`config.mk`:
```
export PLATFORM = sky130hd
export DESIGN_NAME = alu_issue_stage
export DESIGN_NICKNAME = d
export VERILOG_FILES = /design/src/rtl/alu_pkg.sv /design/src/rtl/alu_regfile.sv /design/src/rtl/alu_issue_stage.sv
export SDC_FILE = /design/constraint.sdc
export NUM_CORES = 1
export LEC_CHECK = 0
export ABC_CLOCK_PERIOD_IN_PS = 4300
export BUFFER_PORTS_ARGS = -buffer_cell sky130_fd_sc_hd__buf_2
export CORE_MARGIN = 2
export CORE_UTILIZATION = 35
export DETAILED_ROUTE_END_ITERATION = 6
export PLACE_DENSITY = 0.56
export SLEW_MARGIN = 20
export SYNTH_ARGS = -nofsm -noshare
export SYNTH_HDL_FRONTEND = slang
export SYNTH_HIERARCHICAL = 1
export SYNTH_SLANG_ARGS = --single-unit
```
`constraint.sdc`:
```
create_clock -name clock -period 4.3 [get_ports clock]
set_input_delay 0.645 -clock clock [delete_from_list [all_inputs] [get_ports clock]]
set_output_delay 0.645 -clock clock [all_outputs]
set_load 0.05 [all_outputs]
```
`src/rtl/alu_pkg.sv`:
```
// Shared definitions for the ALU issue/writeback slice: opcode constants,
// instruction layout and the decode helper that says whether rs1 is read.
package alu_pkg;

  localparam int REGISTER_WIDTH = 32;
  localparam int IDX_W          = 3;

  // ALU class select (opsel)
  localparam logic [2:0] SHIFT_REG   = 3'b000;
  localparam logic [2:0] ARITH_LOGIC = 3'b001;
  localparam logic [2:0] MEM_WRITE   = 3'b100;
  localparam logic [2:0] MEM_READ    = 3'b101;

  // ARITH_LOGIC operations
  localparam logic [2:0] ADD  = 3'b000;
  localparam logic [2:0] HADD = 3'b001;
  localparam logic [2:0] SUB  = 3'b010;
  localparam logic [2:0] NOT  = 3'b011;
  localparam logic [2:0] AND  = 3'b100;
  localparam logic [2:0] OR   = 3'b101;
  localparam logic [2:0] XOR  = 3'b110;
  localparam logic [2:0] LHG  = 3'b111;

  // MEM_READ operations
  localparam logic [2:0] LOADBYTE      = 3'b000;
  localparam logic [2:0] LOADBYTEU     = 3'b001;
  localparam logic [2:0] LOADHALF      = 3'b010;
  localparam logic [2:0] LOADHALFU     = 3'b011;
  localparam logic [2:0] LOADWORD      = 3'b100;
  localparam logic [2:0] LOADWORDU     = 3'b101;
  localparam logic [2:0] LOADDOUBLE    = 3'b110;
  localparam logic [2:0] LOADDOUBLEU   = 3'b111;

  typedef struct packed {
    logic [2:0]  opsel;
    logic [2:0]  op;
    logic [2:0]  rd;
    logic [2:0]  rs1;
    logic [2:0]  rs2;
    logic        imm_sel;
    logic [15:0] imm16;
  } instr_t;

  // Only two-operand arithmetic/logic ops read rs1; NOT and LHG are unary.
  function automatic logic uses_rs1(input logic [2:0] opsel, input logic [2:0] op);
    return (opsel == ARITH_LOGIC) &&
           ((op == ADD) || (op == HADD) || (op == SUB) ||
            (op == AND) || (op == OR)   || (op == XOR));
  endfunction

endpackage

```
`src/rtl/alu_regfile.sv`:
```
// Register file: two combinational read ports plus a debug read port,
// one synchronous write port, r0 hardwired to zero, synchronous clear.
module alu_regfile
  import alu_pkg::*;
#(
  parameter int NUM_REGS = 8,
  localparam int AW = $clog2(NUM_REGS)
) (
  input  logic                      clock,
  input  logic                      reset,
  input  logic [AW-1:0]             rd_addr1,
  output logic [REGISTER_WIDTH-1:0] rd_data1,
  input  logic [AW-1:0]             rd_addr2,
  output logic [REGISTER_WIDTH-1:0] rd_data2,
  input  logic [AW-1:0]             dbg_addr,
  output logic [REGISTER_WIDTH-1:0] dbg_data,
  input  logic                      we,
  input  logic [AW-1:0]             wr_addr,
  input  logic [REGISTER_WIDTH-1:0] wr_data
);

  logic [REGISTER_WIDTH-1:0] regs [NUM_REGS];

  always_ff @(posedge clock) begin
    if (reset) begin
      for (int i = 0; i < NUM_REGS; i++) regs[i] <= '0;
    end else if (we && (wr_addr != '0)) begin
      regs[wr_addr] <= wr_data;
    end
  end

  assign rd_data1 = (rd_addr1 == '0) ? '0 : regs[rd_addr1];
  assign rd_data2 = (rd_addr2 == '0) ? '0 : regs[rd_addr2];
  assign dbg_data = (dbg_addr == '0) ? '0 : regs[dbg_addr];

endmodule

```
`src/rtl/alu_issue_stage.sv`:
```
// Issue/operand-fetch and writeback stage around the external ALU:
// S1 drives the ALU for one cycle, S2 writes the ALU result back.
module alu_issue_stage
  import alu_pkg::*;
#(
  parameter int NUM_REGS = 8,
  parameter int CNT_W    = 8
) (
  input  logic              clock,
  input  logic              reset,
  input  logic              instr_valid,
  output logic              instr_ready,
  input  logic [31:0]       instr,
  output logic [31:0]       aluin1,
  output logic [31:0]       aluin2,
  output logic [2:0]        aluoperation,
  output logic [2:0]        aluopselect,
  output logic              enable,
  input  logic [32:0]       aluout,
  output logic              wb_valid,
  output logic [2:0]        wb_rd,
  output logic [31:0]       wb_data,
  output logic              carry_flag,
  output logic [CNT_W-1:0]  illegal_cnt,
  input  logic [2:0]        dbg_addr,
  output logic [31:0]       dbg_data
);

  // Handshake: a word transfers on a clock edge where instr_valid && instr_ready.
  // instr_ready is combinational from instr (hazard check); upstream must hold
  // instr stable while instr_valid && !instr_ready.

  instr_t d;
  assign d = instr_t'(instr);

  logic        legal, use1, use2, stall, accept, fwd1, fwd2;
  logic [31:0] rf1, rf2, op1, op2, imm_ext;

  logic        s1_valid, s1_arith;
  logic [2:0]  s1_rd;
  logic        s2_valid, s2_arith;
  logic [2:0]  s2_rd;

  always_comb begin
    legal   = (d.opsel == ARITH_LOGIC) || (d.opsel == MEM_READ);
    use1    = uses_rs1(d.opsel, d.op);
    use2    = !d.imm_sel;
    imm_ext = {{16{d.imm16[15]}}, d.imm16};
    // A source produced by the op now in S1 is not available yet: one bubble.
    stall   = legal && s1_valid && (s1_rd != 3'd0) &&
              ((use1 && (d.rs1 == s1_rd)) || (use2 && (d.rs2 == s1_rd)));
    fwd1    = s2_valid && (s2_rd != 3'd0) && (d.rs1 == s2_rd);
    fwd2    = s2_valid && (s2_rd != 3'd0) && (d.rs2 == s2_rd);
    op1     = use1 ? (fwd1 ? aluout[31:0] : rf1) : 32'd0;
    op2     = d.imm_sel ? imm_ext : (fwd2 ? aluout[31:0] : rf2);
  end

  assign instr_ready = !reset && !stall;
  assign accept      = instr_valid && instr_ready;

  always_ff @(posedge clock) begin
    if (reset) begin
      s1_valid     <= 1'b0;
      s1_rd        <= '0;
      s1_arith     <= 1'b0;
      s2_valid     <= 1'b0;
      s2_rd        <= '0;
      s2_arith     <= 1'b0;
      aluin1       <= '0;
      aluin2       <= '0;
      aluoperation <= '0;
      aluopselect  <= '0;
      carry_flag   <= 1'b0;
      illegal_cnt  <= '0;
    end else begin
      s1_valid <= accept && legal;
      if (accept && legal) begin
        aluin1       <= op1;
        aluin2       <= op2;
        aluoperation <= d.op;
        aluopselect  <= d.opsel;
        s1_rd        <= d.rd;
        s1_arith     <= (d.opsel == ARITH_LOGIC);
      end
      s2_valid <= s1_valid;
      s2_rd    <= s1_rd;
      s2_arith <= s1_arith;
      if (s2_valid && s2_arith) carry_flag <= aluout[32];
      if (accept && !legal && (illegal_cnt != {CNT_W{1'b1}}))
        illegal_cnt <= illegal_cnt + 1'b1;
    end
  end

  assign enable   = s1_valid;
  assign wb_valid = s2_valid;
  assign wb_rd    = s2_rd;
  assign wb_data  = aluout[31:0];

  alu_regfile #(.NUM_REGS(NUM_REGS)) u_regfile (
    .clock    (clock),
    .reset    (reset),
    .rd_addr1 (d.rs1),
    .rd_data1 (rf1),
    .rd_addr2 (d.rs2),
    .rd_data2 (rf2),
    .dbg_addr (dbg_addr),
    .dbg_data (dbg_data),
    .we       (s2_valid && (s2_rd != 3'd0)),
    .wr_addr  (s2_rd),
    .wr_data  (aluout[31:0])
  );

endmodule

```
After elaboration in Yosys (flattened, before gate mapping)
Memories as Yosys holds them, arrays and structs flattened.
Index checks and enable logic that the tools add are counted.

word-level totals
  register bits after elaboration = 89
  RAM bits = 256
  input bits = 71
  output and inout port bits = 149
  logic and storage cells = 75
  memories kept = 1

cells by class
  add/sub/neg operators = 1
  eq/ne operators = 12
  muxes and demuxes = 15
  reduce and logical (&&, ||, !) cells = 34

memories
  memory          depth  bits a word  read ports  clocked after Yosys merged registers in  wr ports  RTL line           RTL
  u_regfile.regs  8      32           3           0                                        8         alu_regfile.sv:22  logic [REGISTER_WIDTH-1:0] regs [NUM_REGS];

operators with widths
  operator               number
  $mux W32               8
  $reduce_or A32 Y1      1
  $logic_and A1 B1 Y1    16
  $eq A3 B3 Y1           4
  $eq A3 B3 Y1 const B   4
  $logic_not A3 Y1       4
  $add A8 B1 Y8 const B  1
  $ne A8 B8 Y1 const B   1
  $logic_or A1 B1 Y1     7
  $eq A3 B1 Y1 const B   2
  $mux W1                6
  $reduce_bool A3 Y1     2
  $logic_not A1 Y1       4
  $eq A3 B2 Y1 const B   1
  $mux W3                1

Longest topological paths before layout
  depth after elaboration = 15
  gate-level depth with buffers = 8
  depth with buffers taken out = 6

Modules after synthesis
The synthesis kept the hierarchy.

by module, submodules not included
  module           instances  cells each  area an instance (µm²)
  alu_regfile      1          1081        13850.8
  alu_issue_stage  1          532         4795.8

Worst setup path before layout
Ideal clock, no wire load.

  kind = input to output
  start point = input port dbg_addr[0]
  end point = output port dbg_data[10]
  data arrival time = 2.513 ns
  required time = 3.655 ns
  setup slack = 1.142 ns
  stages = 5
  buffers on the path = 3
  path through = buf_4 -> and2_1 -> clkbuf_1 -> buf_2 -> a221oi_1

on the way
  longest elaborated chain between the ends = 2

RTL lines
  what                                                       RTL line               RTL
  start: declaration                                         alu_issue_stage.sv:25  input logic [2:0] dbg_addr,
  $mem_v2 Z8 W32 / $logic_not A3 Y1 (equally long branches)  --
  $mux W32 (*)                                               alu_regfile.sv:34      assign dbg_data = (dbg_addr == '0) ? '0 : regs[dbg_addr];
  end: declaration                                           alu_issue_stage.sv:26  output logic [31:0] dbg_data

Every way passes the cells marked *; elsewhere a longest branch is shown, timed or not.

Worst setup path in the final report
  start point = input port dbg_addr[1]
  end point = output port dbg_data[13]

Same word-level chain as after synthesis.

==> metrics.txt <==
final worst path period share=between 80% and 90%; Distinct cells, synth=59; flop and latch count out of synthesis=313; Core Area=~53000 um2; Reg2Reg Depth=6; Final Hold Violating Endpoints=0; clock buffer depth=3; number of diodes=0; reg-to-reg endpoint=u_regfile/regs[5][27]$_SDFFCE_PN0P_; DP HPWL=approximately 41 mm; drt drc=0; layout cells sized above 1=between 20 and 30%; drt via density=just under 6; CTS Hold Bufs=0; Period minus WS final=3700 ps; Final nets=1819; Worst-path clk slew=~50 ps; post-synthesis mux area share=18.8%; Avg WL per Cell=26.6 um; Max transition margin=25.1%; slowest CP cell=nor2b_4; Clock Sinks=313; VDD IR max=between 0.0002 and 0.0003 V; Final Slew Violations=0; Placed Cells=around 2400; Non-Filler Instances=around 2500; number of synthesized flops with an enable pin=224; synthesis-to-finish area growth=14.2%; compound-gate portion of the synthesized area=between 10% and 20%; vias in the first global route=about 14000; Least-Margin Pin Slew=roughly 1100 ps; initial antenna violation count=1; Main synth FF type=edfxtp_1; Crit Path Max Fanout=32; die area=around 55000 um2; Skew-Pair Late Insertion Delay=560 ps; setup repair bufs after CTS=0; num ports=220; CP dominant cell by count=buf_4; Syn Area/Cell=approximately 12 um2; CP Capture Type=primary output; max cap viols=0; adder-cell area share of the yosys netlist=0.0671%; cts bufs inserted=39; CP Cell Sequence=buf_4 -> nor2b_4 -> buf_4 -> a221oi_1 -> a311oi_1 -> buf_4 -> buf_2; FFs w/ async S/R, synth=0%; static leakage=between 0.008 and 0.009 uW; Yosys top cell area share=36.1%; # rows=84; CTS Root Buffer Type=clkbuf_16; crit path capture=dbg_data[13]; area occupied by multi-input gates=~9000 um2; Critical Path RT=approximately 3700 ps; die width=235 um; largest family of logic cells by synthesized area=multiplexers; setup_tns=0 ps; startpoint types=primary input; global-route wire length before repair=between 90 and 100 mm; Mapped Area=approximately 19000 um2; Filler Cells Inserted=between 5000 and 6000; critical setup path kind=primary input to primary output; PostCTS Resize Cnt=0; pin count of the biggest net entering global routing=approximately 60; CP Launch Point=dbg_addr[1]; Setup WS pre-CTS=649 ps; area leader, netlist=edfxtp_1; Min-Delay Path Class=primary input to register; die height=between 200 and 250 um; Final setup viols=0; syn_nets=roughly 1700; slowest stage delay, CP=between 500 and 600 ps; Power per Cell Area=roughly 370 nW/um2; Fmax=0.271 GHz; via total after detailed routing=roughly 14000; top post-synthesis cells by area=edfxtp_1 36%, mux2i_1 12%, dfxtp_1 9.6%; worst setup margin=604 ps; Max Clock Skew=~8.5 ps; starting density of the core=between 30% and 40%; I/O Buffers=219; Post-Synth Simple-Gate Area=14.6%; xor/xnor cell area share of the yosys netlist=less than 1%; Data arrival, critical path=approximately 3100 ps; yosys warns=6; Commonest cells post-synth=225 x and2_1, 225 x mux2i_1, 224 x edfxtp_1; post-synthesis sequential area ratio=45.6%; TritonCTS clock tree=built; Critical R2R Launch=wb_rd[0]$_SDFF_PP0_; Total GRT Usage=22.9%; RSZ-0062 raised after global routing=false; post-route ant nets=0; first-pass iteration count of the detailed router=5; DRT iter0 DRCs=~1200; Mapped Cells=1613; # H-tree levels=2; routability-driven placement congestion ratio=between 0.8 and 0.9; WL final=roughly 66 mm; status=complete, no violations; GRT Residual Overflow=0; Sequential cell area=about 8500 um2; register-to-register setup slack=approximately 1600 ps
-- how the worst min path moves through the flow --
stage                                        endpoint                   startpoint  slack, ps  cells after the start
after global placement    aluopselect[0]$_SDFFE_PP0P_  aluopselect[0]$_SDFFE_PP0P_        430                      2
after detailed placement  aluopselect[0]$_SDFFE_PP0P_  aluopselect[0]$_SDFFE_PP0P_        430                      2
after floorplan                   s2_arith$_SDFF_PP0_        s1_arith$_SDFFE_PP0P_        450                      1
after global routing            s1_rd[1]$_SDFFE_PP0P_                    instr[24]        310                      3
after CTS                       s1_arith$_SDFFE_PP0P_                    instr[31]        290                      2
final                           s1_arith$_SDFFE_PP0P_                    instr[31]        310                      2
-- state kept, by name, summed over array words and instances (netlist names) --
name,count
illegal_cnt,8
aluin2,32
aluopselect,3
s1_arith,1
aluoperation,3
u_regfile/regs,224
s1_rd,3
wb_valid,1
s2_arith,1
carry_flag,1
aluin1,32
wb_rd,3
enable,1
-- placed cells by master, fill, tap and decap left out, types with 7 or more instances in the layout --
cell and count:
mux2i_1 225, buf_4 59, clkbuf_1 9, xor2_1 8
nand2_1 12, nor2_1 46, o2bb2ai_1 32, a221oi_1 178
o31ai_1 9, clkinv_2 7, a311oi_1 9, or4_1 16
mux2_2 111, nor3_1 17, nor2b_1 61, edfxtp_1 224
o31ai_2 9, dfxtp_1 89, buf_2 216, nor3b_1 19
clkbuf_16 42, or2_2 7, a211oi_1 8, xnor2_1 8
and2_1 225, o21ai_0 48
-- logic make-up (layout without fill, tap and decap cells) --
family                     Yosys count  in the layout
muxes                              336            336
AOI/OAI and AO/OA                  311            311
and+or+nand+nor                    443            443
adders and majority gates            1              1
xor gates and xnor gates            16             16
buffers and inverters              193            357
DFF                                313            313
-- cell type report --
type,count,area share (%)
Clock buffer,55,5.35
Clock inverter,16,0.611
Inverter,5,0.0881
Multi-Input combinational cell,1107,42.2
Sequential cell,313,39.9
Tap cell,688,4.04
Timing Repair Buffer,281,7.72
-- report_power, final --
| group | internal (uW) | switching, uW |
|---|---|---|
| Clock | 1970 | 1330 |
| Sequential | 3320 | 74.2 |
| Combinational | 365 | 806 |
-- routing by layer --
metal | GRT usage [%] | up-vias | share of wire, %
met4 | 8.92 | 0 | 3.3
met3 | 3.57 | 134 | 6.5
li1 | - | 6420 | -
met1 | 30.7 | 7313 | 44
met2 | 37.2 | 607 | 47
met5 | 0 | - | 0
-- worst max-delay path: cells and delay by family --
family	cells	cell delay, ps
and+or+nand+nor	1	570
AOI/OAI and AO/OA	2	620
buffers and inverters	4	1200
-- through the flow --
stage	cell area, um2	util, %	hold WS, ps	total power [uW]
after detailed placement	20000	38.0	435	4620
after global routing	21300	40.4	313	8080
final	21300	40.4	313	7860
after floorplan	18600	-	448	4230
after CTS	21300	40.4	286	7920
after global placement	20000	38.0	432	4600
Power figures use the tool's default switching activity.
